$ cat src/rtl/writeback_pkg.sv
// Shared widths and the entry type that travels from the ALU buffer to the
// register bank write port.
package writeback_pkg;

  localparam int DATA_WIDTH = 64;
  localparam int ADDR_WIDTH = 5;

  typedef struct packed {
    logic [ADDR_WIDTH-1:0] address;
    logic [DATA_WIDTH-1:0] data;
  } wb_entry_t;

endpackage

$ cat src/rtl/wb_fifo.sv
// In-order buffer of ALU write-back entries. Full/empty come from the occupancy
// counter so the pointers can simply wrap modulo DEPTH.
module wb_fifo
  import writeback_pkg::*;
#(
  parameter int  DEPTH = 4,
  localparam int PW    = $clog2(DEPTH),
  localparam int CW    = PW + 1
) (
  input  logic          clock,
  input  logic          reset_n,
  input  logic          push_i,
  input  wb_entry_t     push_entry_i,
  input  logic          pop_i,
  output wb_entry_t     head_o,
  output logic [CW-1:0] count_o,
  output logic          full_o,
  output logic          empty_o
);

  wb_entry_t       mem_q [DEPTH];
  logic [PW-1:0]   wr_ptr_q, wr_ptr_d;
  logic [PW-1:0]   rd_ptr_q, rd_ptr_d;
  logic [CW-1:0]   count_q, count_d;
  logic            push_ok, pop_ok;

  assign full_o  = (count_q == CW'(DEPTH));
  assign empty_o = (count_q == '0);
  assign push_ok = push_i && !full_o;
  assign pop_ok  = pop_i && !empty_o;

  always_comb begin
    wr_ptr_d = wr_ptr_q;
    rd_ptr_d = rd_ptr_q;
    count_d  = count_q;
    if (push_ok) wr_ptr_d = wr_ptr_q + PW'(1);
    if (pop_ok)  rd_ptr_d = rd_ptr_q + PW'(1);
    unique case ({push_ok, pop_ok})
      2'b10:   count_d = count_q + CW'(1);
      2'b01:   count_d = count_q - CW'(1);
      default: count_d = count_q;
    endcase
  end

  always_ff @(posedge clock or negedge reset_n) begin
    if (!reset_n) begin
      wr_ptr_q <= '0;
      rd_ptr_q <= '0;
      count_q  <= '0;
    end else begin
      wr_ptr_q <= wr_ptr_d;
      rd_ptr_q <= rd_ptr_d;
      count_q  <= count_d;
    end
  end

  // Storage needs no reset: a cleared count makes every slot unreachable.
  always_ff @(posedge clock) begin
    if (push_ok) mem_q[wr_ptr_q] <= push_entry_i;
  end

  assign head_o  = mem_q[rd_ptr_q];
  assign count_o = count_q;

endmodule

$ cat src/rtl/writeback_arbiter.sv
// Single register-bank write port shared by load returns (always first) and
// buffered ALU results. WB_ZERO_GUARD_EN drops every entry aimed at x0.
module writeback_arbiter
  import writeback_pkg::*;
#(
  parameter int  FIFO_DEPTH = 4,
  localparam int CW         = $clog2(FIFO_DEPTH) + 1
) (
  input  logic                  clock,
  input  logic                  reset_n,
  input  logic                  alu_valid,
  output logic                  alu_ready,
  input  logic [ADDR_WIDTH-1:0] alu_address,
  input  logic [DATA_WIDTH-1:0] alu_data,
  input  logic                  mem_valid,
  output logic                  mem_ready,
  input  logic [ADDR_WIDTH-1:0] mem_address,
  input  logic [DATA_WIDTH-1:0] mem_data,
  output logic                  write,
  output logic [ADDR_WIDTH-1:0] write_address,
  output logic [DATA_WIDTH-1:0] write_data,
  output logic [CW-1:0]         fifo_count
);

  wb_entry_t             alu_entry, head;
  logic                  fifo_full, fifo_empty;
  logic                  alu_push, fifo_pop, mem_take;
  logic                  write_q, write_d;
  logic [ADDR_WIDTH-1:0] addr_q, addr_d;
  logic [DATA_WIDTH-1:0] data_q, data_d;

  assign alu_entry = '{address: alu_address, data: alu_data};
  assign alu_ready = !fifo_full;
  assign mem_ready = 1'b1;

`ifdef WB_ZERO_GUARD_EN
  // x0 entries are still handshaken so neither source stalls on them.
  assign alu_push = alu_valid && alu_ready && (alu_address != '0);
  assign mem_take = mem_valid && (mem_address != '0);
`else
  assign alu_push = alu_valid && alu_ready;
  assign mem_take = mem_valid;
`endif

  // A valid load owns the port even when it is discarded.
  assign fifo_pop = !mem_valid && !fifo_empty;

  wb_fifo #(.DEPTH(FIFO_DEPTH)) u_fifo (
    .clock        (clock),
    .reset_n      (reset_n),
    .push_i       (alu_push),
    .push_entry_i (alu_entry),
    .pop_i        (fifo_pop),
    .head_o       (head),
    .count_o      (fifo_count),
    .full_o       (fifo_full),
    .empty_o      (fifo_empty)
  );

  always_comb begin
    write_d = 1'b0;
    addr_d  = addr_q;
    data_d  = data_q;
    if (mem_take) begin
      write_d = 1'b1;
      addr_d  = mem_address;
      data_d  = mem_data;
    end else if (fifo_pop) begin
      write_d = 1'b1;
      addr_d  = head.address;
      data_d  = head.data;
    end
  end

  always_ff @(posedge clock or negedge reset_n) begin
    if (!reset_n) begin
      write_q <= 1'b0;
      addr_q  <= '0;
      data_q  <= '0;
    end else begin
      write_q <= write_d;
      addr_q  <= addr_d;
      data_q  <= data_d;
    end
  end

  assign write         = write_q;
  assign write_address = addr_q;
  assign write_data    = data_q;

endmodule

$ cat config.mk
export PLATFORM = sky130hd
export DESIGN_NAME = writeback_arbiter
export DESIGN_NICKNAME = d
export VERILOG_FILES = /design/src/rtl/writeback_pkg.sv /design/src/rtl/wb_fifo.sv /design/src/rtl/writeback_arbiter.sv
export SDC_FILE = /design/constraint.sdc
export NUM_CORES = 1
export LEC_CHECK = 0
export ABC_AREA = 1
export CAP_MARGIN = 20
export CORE_UTILIZATION = 37
export DETAILED_ROUTE_END_ITERATION = 8
export SLEW_MARGIN = 20
export SYNTH_ARGS = -nofsm -noshare
export SYNTH_HDL_FRONTEND = slang
export SYNTH_SLANG_ARGS = --single-unit
$ cat constraint.sdc
create_clock -name clock -period 4.2 [get_ports clock]
set_clock_uncertainty 0.15 [all_clocks]
set_input_delay 1.26 -clock clock [delete_from_list [all_inputs] [get_ports clock]]
set_output_delay 1.26 -clock clock [all_outputs]
set_load 0.005 [all_outputs]
==> impl_metrics.ini, run 1 <==
[cells_and_area]
areaGrowthSynthToFinish_pct = 27.9
fin_area_sq_um = 17900
fillCellCount = 3331
nNetsFinal = 1565
final_core_util = 0.485
multi_input_area_sq_um = 3370
regArea_sq_um = 10200
layout_commonest_cell = nand2_1
final_cell_mix = 477 x nand2_1, 276 x edfxtp_1, 248 x nand3_1
drive_gt1_frac = 0.0657
layout.cells.non_filler = 1952

[power]
swShare = 0.321
peakVddDrop_v = 0.000313
leakagePower_nw = 6.87
p_switching_mw = 3.84
combPwrFrac = 0.297
clockPowerShare = 0.280
totalPowerFinal_mw = 12.0
power_density_nw_per_um2 = 667
internal_power_mw = 8.12
pwr-share-seq = 0.424

[clock_tree]
cts_htree_levels = 2
cts_setup_buffers = 0
cts_sinks = 353
cts_resized = 0
cts_tree = done
clk_pin_slew_worst_paths_ns = 0.06
cts_buffers = 38
cts_max_path_buffers = 3
clk_latency_ns = 0.52
clock_tree.root_cell = clkbuf_16
ctsHoldBuffers = 0

[logic_synthesis]
synthesis.area_sq_um = 14000
syn_inst = 1217
yosysWarnings = 0
synth.net_count = 1365
yosysUniqueCellTypes = 26
ys_ff_latch = 353
syn_avg_cell_area_sq_um = 11.5
synth.yosys.seq_area_share = 0.729

[sta]
relSlewSlack = 0.342
finalSetupViolations = 0
fmax_mhz = 318
finalCritPeriodShare = 0.750
final-hold-violation-count = 0
period_needed_ns = 3.15
tightest_slew_ns = 0.988
final_max_slew_viol_count = 0
rsz0062_at_grt = false
setup_tns_ns = 0

[placed_design]
dpl-instance-area_sq_um = 16600
routabilityCongestion = 0.731
port_buffers = 215
dp_hpwl_mm = 18.4
placed_cells = 1880

[floorplanning]
dieHeight_um = 197
initial_core_util = 0.379
coreArea_sq_um = 37000
dieWidth_um = 197
std_cell_rows = 70
io_pins = 217
dieArea_sq_um = 38700

[global_routing]
antenna_found_initial = 4
grt_max_degree = 98
grtUsageMet1 = 0.246
grt.busiest_layer = met2
grt_overflow = 0
gr-usage-met2 = 0.276
met3_usage = 0.0313
grt_pass1_wl_mm = 51.5
grt.total_usage = 0.174
grt_pass1_vias = 8986

[run_status]
status = completed

[detailed_routing]
post_drt_wl_per_cell_um = 17.2
wl_mm = 33.6
viasPerCell = 4.70
vias = 9180
first_pass_iters = 5
drc_errors = 0
drt_iter0_markers = 639
drtAntennaViolNets = 0

[job]
drv_cap = 0

[worst_setup_path]
critPathKind = register to primary output
path_max_fanout = 4
worstPathRequired_ns = 2.79
arrival_ns = 1.74
start_kind = register
end_kind = primary output

[worst_hold_path]
hold_class = register to register
## synthesized netlist by cell type
cell type | instances | area (sq um)
nand2_1 | 477 | 1790
edfxtp_1 | 276 | 8290
nand3_1 | 248 | 1240
dfrtp_1 | 77 | 1930
buf_2 | 39 | 195
inv_1 | 24 | 90.1
clkbuf_1 | 20 | 75.1
or2_1 | 9 | 56.3
nor2_1 | 8 | 30.0
buf_6 | 5 | 56.3
ha_1 | 5 | 62.6
or2_0 | 5 | 31.3
buf_4 | 4 | 30.0
inv_2 | 4 | 15.0
a21oi_1 | 2 | 10.0
buf_1 | 2 | 7.51
o21ai_0 | 2 | 10.0
xor2_1 | 2 | 17.5
a21oi_2 | 1 | 8.76
conb_1 | 1 | 3.75
fa_1 | 1 | 20.0
nand2_2 | 1 | 6.26
nand3_4 | 1 | 17.5
nor2_4 | 1 | 11.3
or2_2 | 1 | 6.26
xnor2_1 | 1 | 8.76
## power by group through the flow
stage	combinational [mW]	clock, mW	sequential [mW]
6_report	3.55	3.35	5.07
5_1_grt	3.99	3.57	5.15
4_1_cts	3.62	3.43	5.07
3_5_place_dp	3.61	0	5.13
3_3_place_gp	3.56	0	5.13
2_1_floorplan	2.03	0	5.10
## logic make-up (layout without fill, tap and decap cells)
kind of cell,count (synthesis),in the layout,synth area share
XOR/XNOR,3,3,0.00188
other,1,3,0.000268
AO/OA/AOI/OAI,5,5,0.00205
buffers and inverters,98,327,0.0335
adder cells (fa/ha/maj),6,6,0.00589
AND/OR/NAND/NOR,751,751,0.228
flip-flops,353,353,0.729
## sequential cells by signal (all words and copies together), names as in the netlist
signal and flops:
write_address 5, u_fifo.mem_q 276, write_data 64, u_fifo.rd_ptr_q 2, u_fifo.count_o 3, u_fifo.wr_ptr_q 2, write 1
## critical path: stages, from the launching register on
cell	delay, ns
dfrtp_1	0.43
nor2_4	0.23
nand2_1	0.11
clkdlybuf4s50_1	0.46
## per-layer routing
metal	vias up	part of all wire
met5	-	0.00077
met4	4	0.018
met3	44	0.045
met2	200	0.47
met1	4398	0.47
li1	4534	-
## final timing paths
kind | start | endpoint | slack (ns) | cells past startpoint
max | u_fifo.count_o[1] | alu_ready | 1.05 | 3
min | write_data[29] | write_data[29] | 0.33 | 2
max reg2reg | u_fifo.rd_ptr_q[0] | write_data[48] | 1.62 | 6
min reg2reg | write_data[29] | write_data[29] | 0.33 | 2
max in group asynchronous | reset_n | write_address[3] | 2.34 | 2
min in group asynchronous | reset_n | write_data[27] | 0.76 | 1
## cell type report
class	count	area share
well taps	504	0.0352
multi-input cells	766	0.188
repair buffers	230	0.130
inverters	28	0.00607
flip-flops and latches	353	0.570
diodes	2	0.000279
clock buffers	47	0.0583
clock inverters	22	0.0123
## stage by stage
step	worst slack, ns	hold slack, ns
2_1_floorplan	-0.702	0.322
3_3_place_gp	0.774	0.325
3_5_place_dp	0.701	0.319
4_1_cts	1.02	0.336
5_1_grt	0.966	0.349
6_report	1.05	0.329
Note: power is estimated with default switching activity, not from simulation.
==> inputs of run 2 (changes only) <==
==> constraint.sdc (replaced) <==
create_clock -name clock -period 2.64 [get_ports clock]
set_clock_uncertainty 0.15 [all_clocks]
set_input_delay 0.792 -clock clock [delete_from_list [all_inputs] [get_ports clock]]
set_output_delay 0.792 -clock clock [all_outputs]
set_load 0.005 [all_outputs]
==> impl_metrics.ini, run 2 (same netlist as run 1, synthesis figures left out) <==
[cells_and_area]
final_cell_mix = 477 x nand2_1, 276 x edfxtp_1, 248 x nand3_1
layout_commonest_cell = nand2_1
drive_gt1_frac = 0.0714
nNetsFinal = 1578
largest_reg_flops = 276
areaGrowthSynthToFinish_pct = 29.2
top_register = u_fifo.mem_q
fin_area_sq_um = 18100
fillCellCount = 3315

[floorplanning]
dieWidth_um = 197
std_cell_rows = 70
initial_core_util = 0.379
dieArea_sq_um = 38700
dieHeight_um = 197
io_pins = 217
coreArea_sq_um = 37000

[detailed_routing]
wl_mm = 33.3
drt_iter0_markers = 507
post_drt_wl_per_cell_um = 17.0
viasPerCell = 4.73
first_pass_iters = 5
vias = 9277
drc_errors = 0
drtAntennaViolNets = 0

[run_status]
status = completed

[worst_setup_path]
worst_path_max_delay_cell = clkdlybuf4s50_1
path_buf_inv = 1
start_kind = register
critPathKind = register to primary output
arrival_ns = 1.60
path_delay_family = buffers and inverters
slowest_delay_ns = 0.50
end_kind = primary output
worstPathRequired_ns = 1.70
path_max_fanout = 4
path_cells = nor2_4 > nand2_1 > clkdlybuf4s50_1

[sta]
relSlewSlack = 0.372
finalWorstSetupSlack_ns = 0.0979
final_max_slew_viol_count = 0
period_needed_ns = 2.54
tightest_slew_ns = 0.941
fmax_mhz = 393
rsz0062_at_grt = false
finalSetupViolations = 0
finalCritPeriodShare = 0.963
whs_ns = 0.0187
setup_tns_ns = 0
final-hold-violation-count = 0

[clock_tree]
cts_resized = 0
clk_latency_ns = 0.51
clk_pin_slew_worst_paths_ns = 0.06
cts_htree_levels = 2
cts_max_path_buffers = 3
cts_buffers = 38
cts_tree = done
clock_tree.root_cell = clkbuf_16
cts_sinks = 353

[power]
power_density_nw_per_um2 = 1060
clockPowerShare = 0.277
leakagePower_nw = 6.95
swShare = 0.319
peakVddDrop_v = 0.000778
totalPowerFinal_mw = 19.2
pwr-share-seq = 0.416
internal_power_mw = 13.1
p_switching_mw = 6.11
combPwrFrac = 0.308

[global_routing]
antenna_found_initial = 3
grt_pass1_vias = 9344
grt_overflow = 0
grt_pass1_wl_mm = 52.2
grt.total_usage = 0.175
grt_max_degree = 140

[placed_design]
dpl-instance-area_sq_um = 16800
port_buffers = 215
routabilityCongestion = 0.744
dp_slack_ns = -0.0338
dp_hpwl_mm = 19.9

[worst_hold_path]
hold_class = input port to async pin

[job]
drv_cap = 0
==> run 2: cell types whose count changed in the layout (fill, tap and decap cells not counted), sizes merged <==
cell	before	now
clkinvlp	2	3
clkbuf	47	48
diode	2	1
clkinv	15	11
buf	17	30
==> run 2: per-stage QoR <==
| stage | util | cells |
|---|---|---|
| 6_report | 0.490 | 1962 |
| 5_1_grt | 0.490 | 1962 |
| 4_1_cts | 0.490 | 1961 |
| 3_5_place_dp | 0.456 | 1893 |
| 3_3_place_gp | 0.456 | 1893 |
| 2_1_floorplan | - | 1217 |
==> run 2: worst register-to-register path, delay by kind of cell (launching register included) <==
kind                       cells  cell delay [ns]
xor gates and xnor gates       1             0.15
AOI/OAI and AO/OA              1             0.13
buffers and inverters          2             0.21
adders and majority gates      2             0.54
and+or+nand+nor                3             0.46
DFF                            1             0.45
==> run 2: cell type report <==
class | instances | area (sq um) | share of cell area
antenna | 1 | 2.50 | 0.000138
clock buffer | 48 | 1050 | 0.0580
clock inverter | 19 | 211 | 0.0117
inverter | 28 | 109 | 0.00601
multi-input combinational | 766 | 3370 | 0.186
sequential | 353 | 10200 | 0.564
tap | 504 | 631 | 0.0348
timing repair buffer | 243 | 2520 | 0.139
==> run 2: repair_timing <==
| item | 4_1_cts | 5_1_grt |
|---|---|---|
| hold buffers | 0 | 0 |
| endpoints found under the setup margin | 1 | 0 |
| setup buffers | 1 | 0 |
| endpoints found under the hold margin | 0 | 0 |
==> run 2: worst paths after layout <==
kind,startpoint,end,slack [ns],cells after the start
max in group asynchronous,reset_n,write_data[39],1.76,2
max reg2reg,u_fifo.count_o[0],u_fifo.count_o[2],0.47,9
min reg2reg,write_data[26],write_data[26],0.33,2
min in group clock,write_data[26],write_data[26],0.33,2
min,reset_n,u_fifo.wr_ptr_q[0],0.02,1
max,u_fifo.count_o[0],alu_ready,0.1,3
==> run 2: routing by layer <==
layer	vias up	share of wire	track usage
met1	4435	0.46	0.244
met5	-	0.00060	0
li1	4563	-	-
met3	43	0.046	0.0277
met2	232	0.48	0.289
met4	4	0.015	0.0399
==> run 2: power by group through the flow <==
| stage | combinational [mW] | clock, mW | sequential [mW] |
|---|---|---|---|
| final | 5.90 | 5.31 | 7.97 |
| after global routing | 6.65 | 5.64 | 8.09 |
| after CTS | 6.04 | 5.43 | 7.98 |
| after detailed placement | 6.01 | 0 | 8.06 |
| after global placement | 5.93 | 0 | 8.05 |
| after floorplan | 3.25 | 0 | 8.06 |
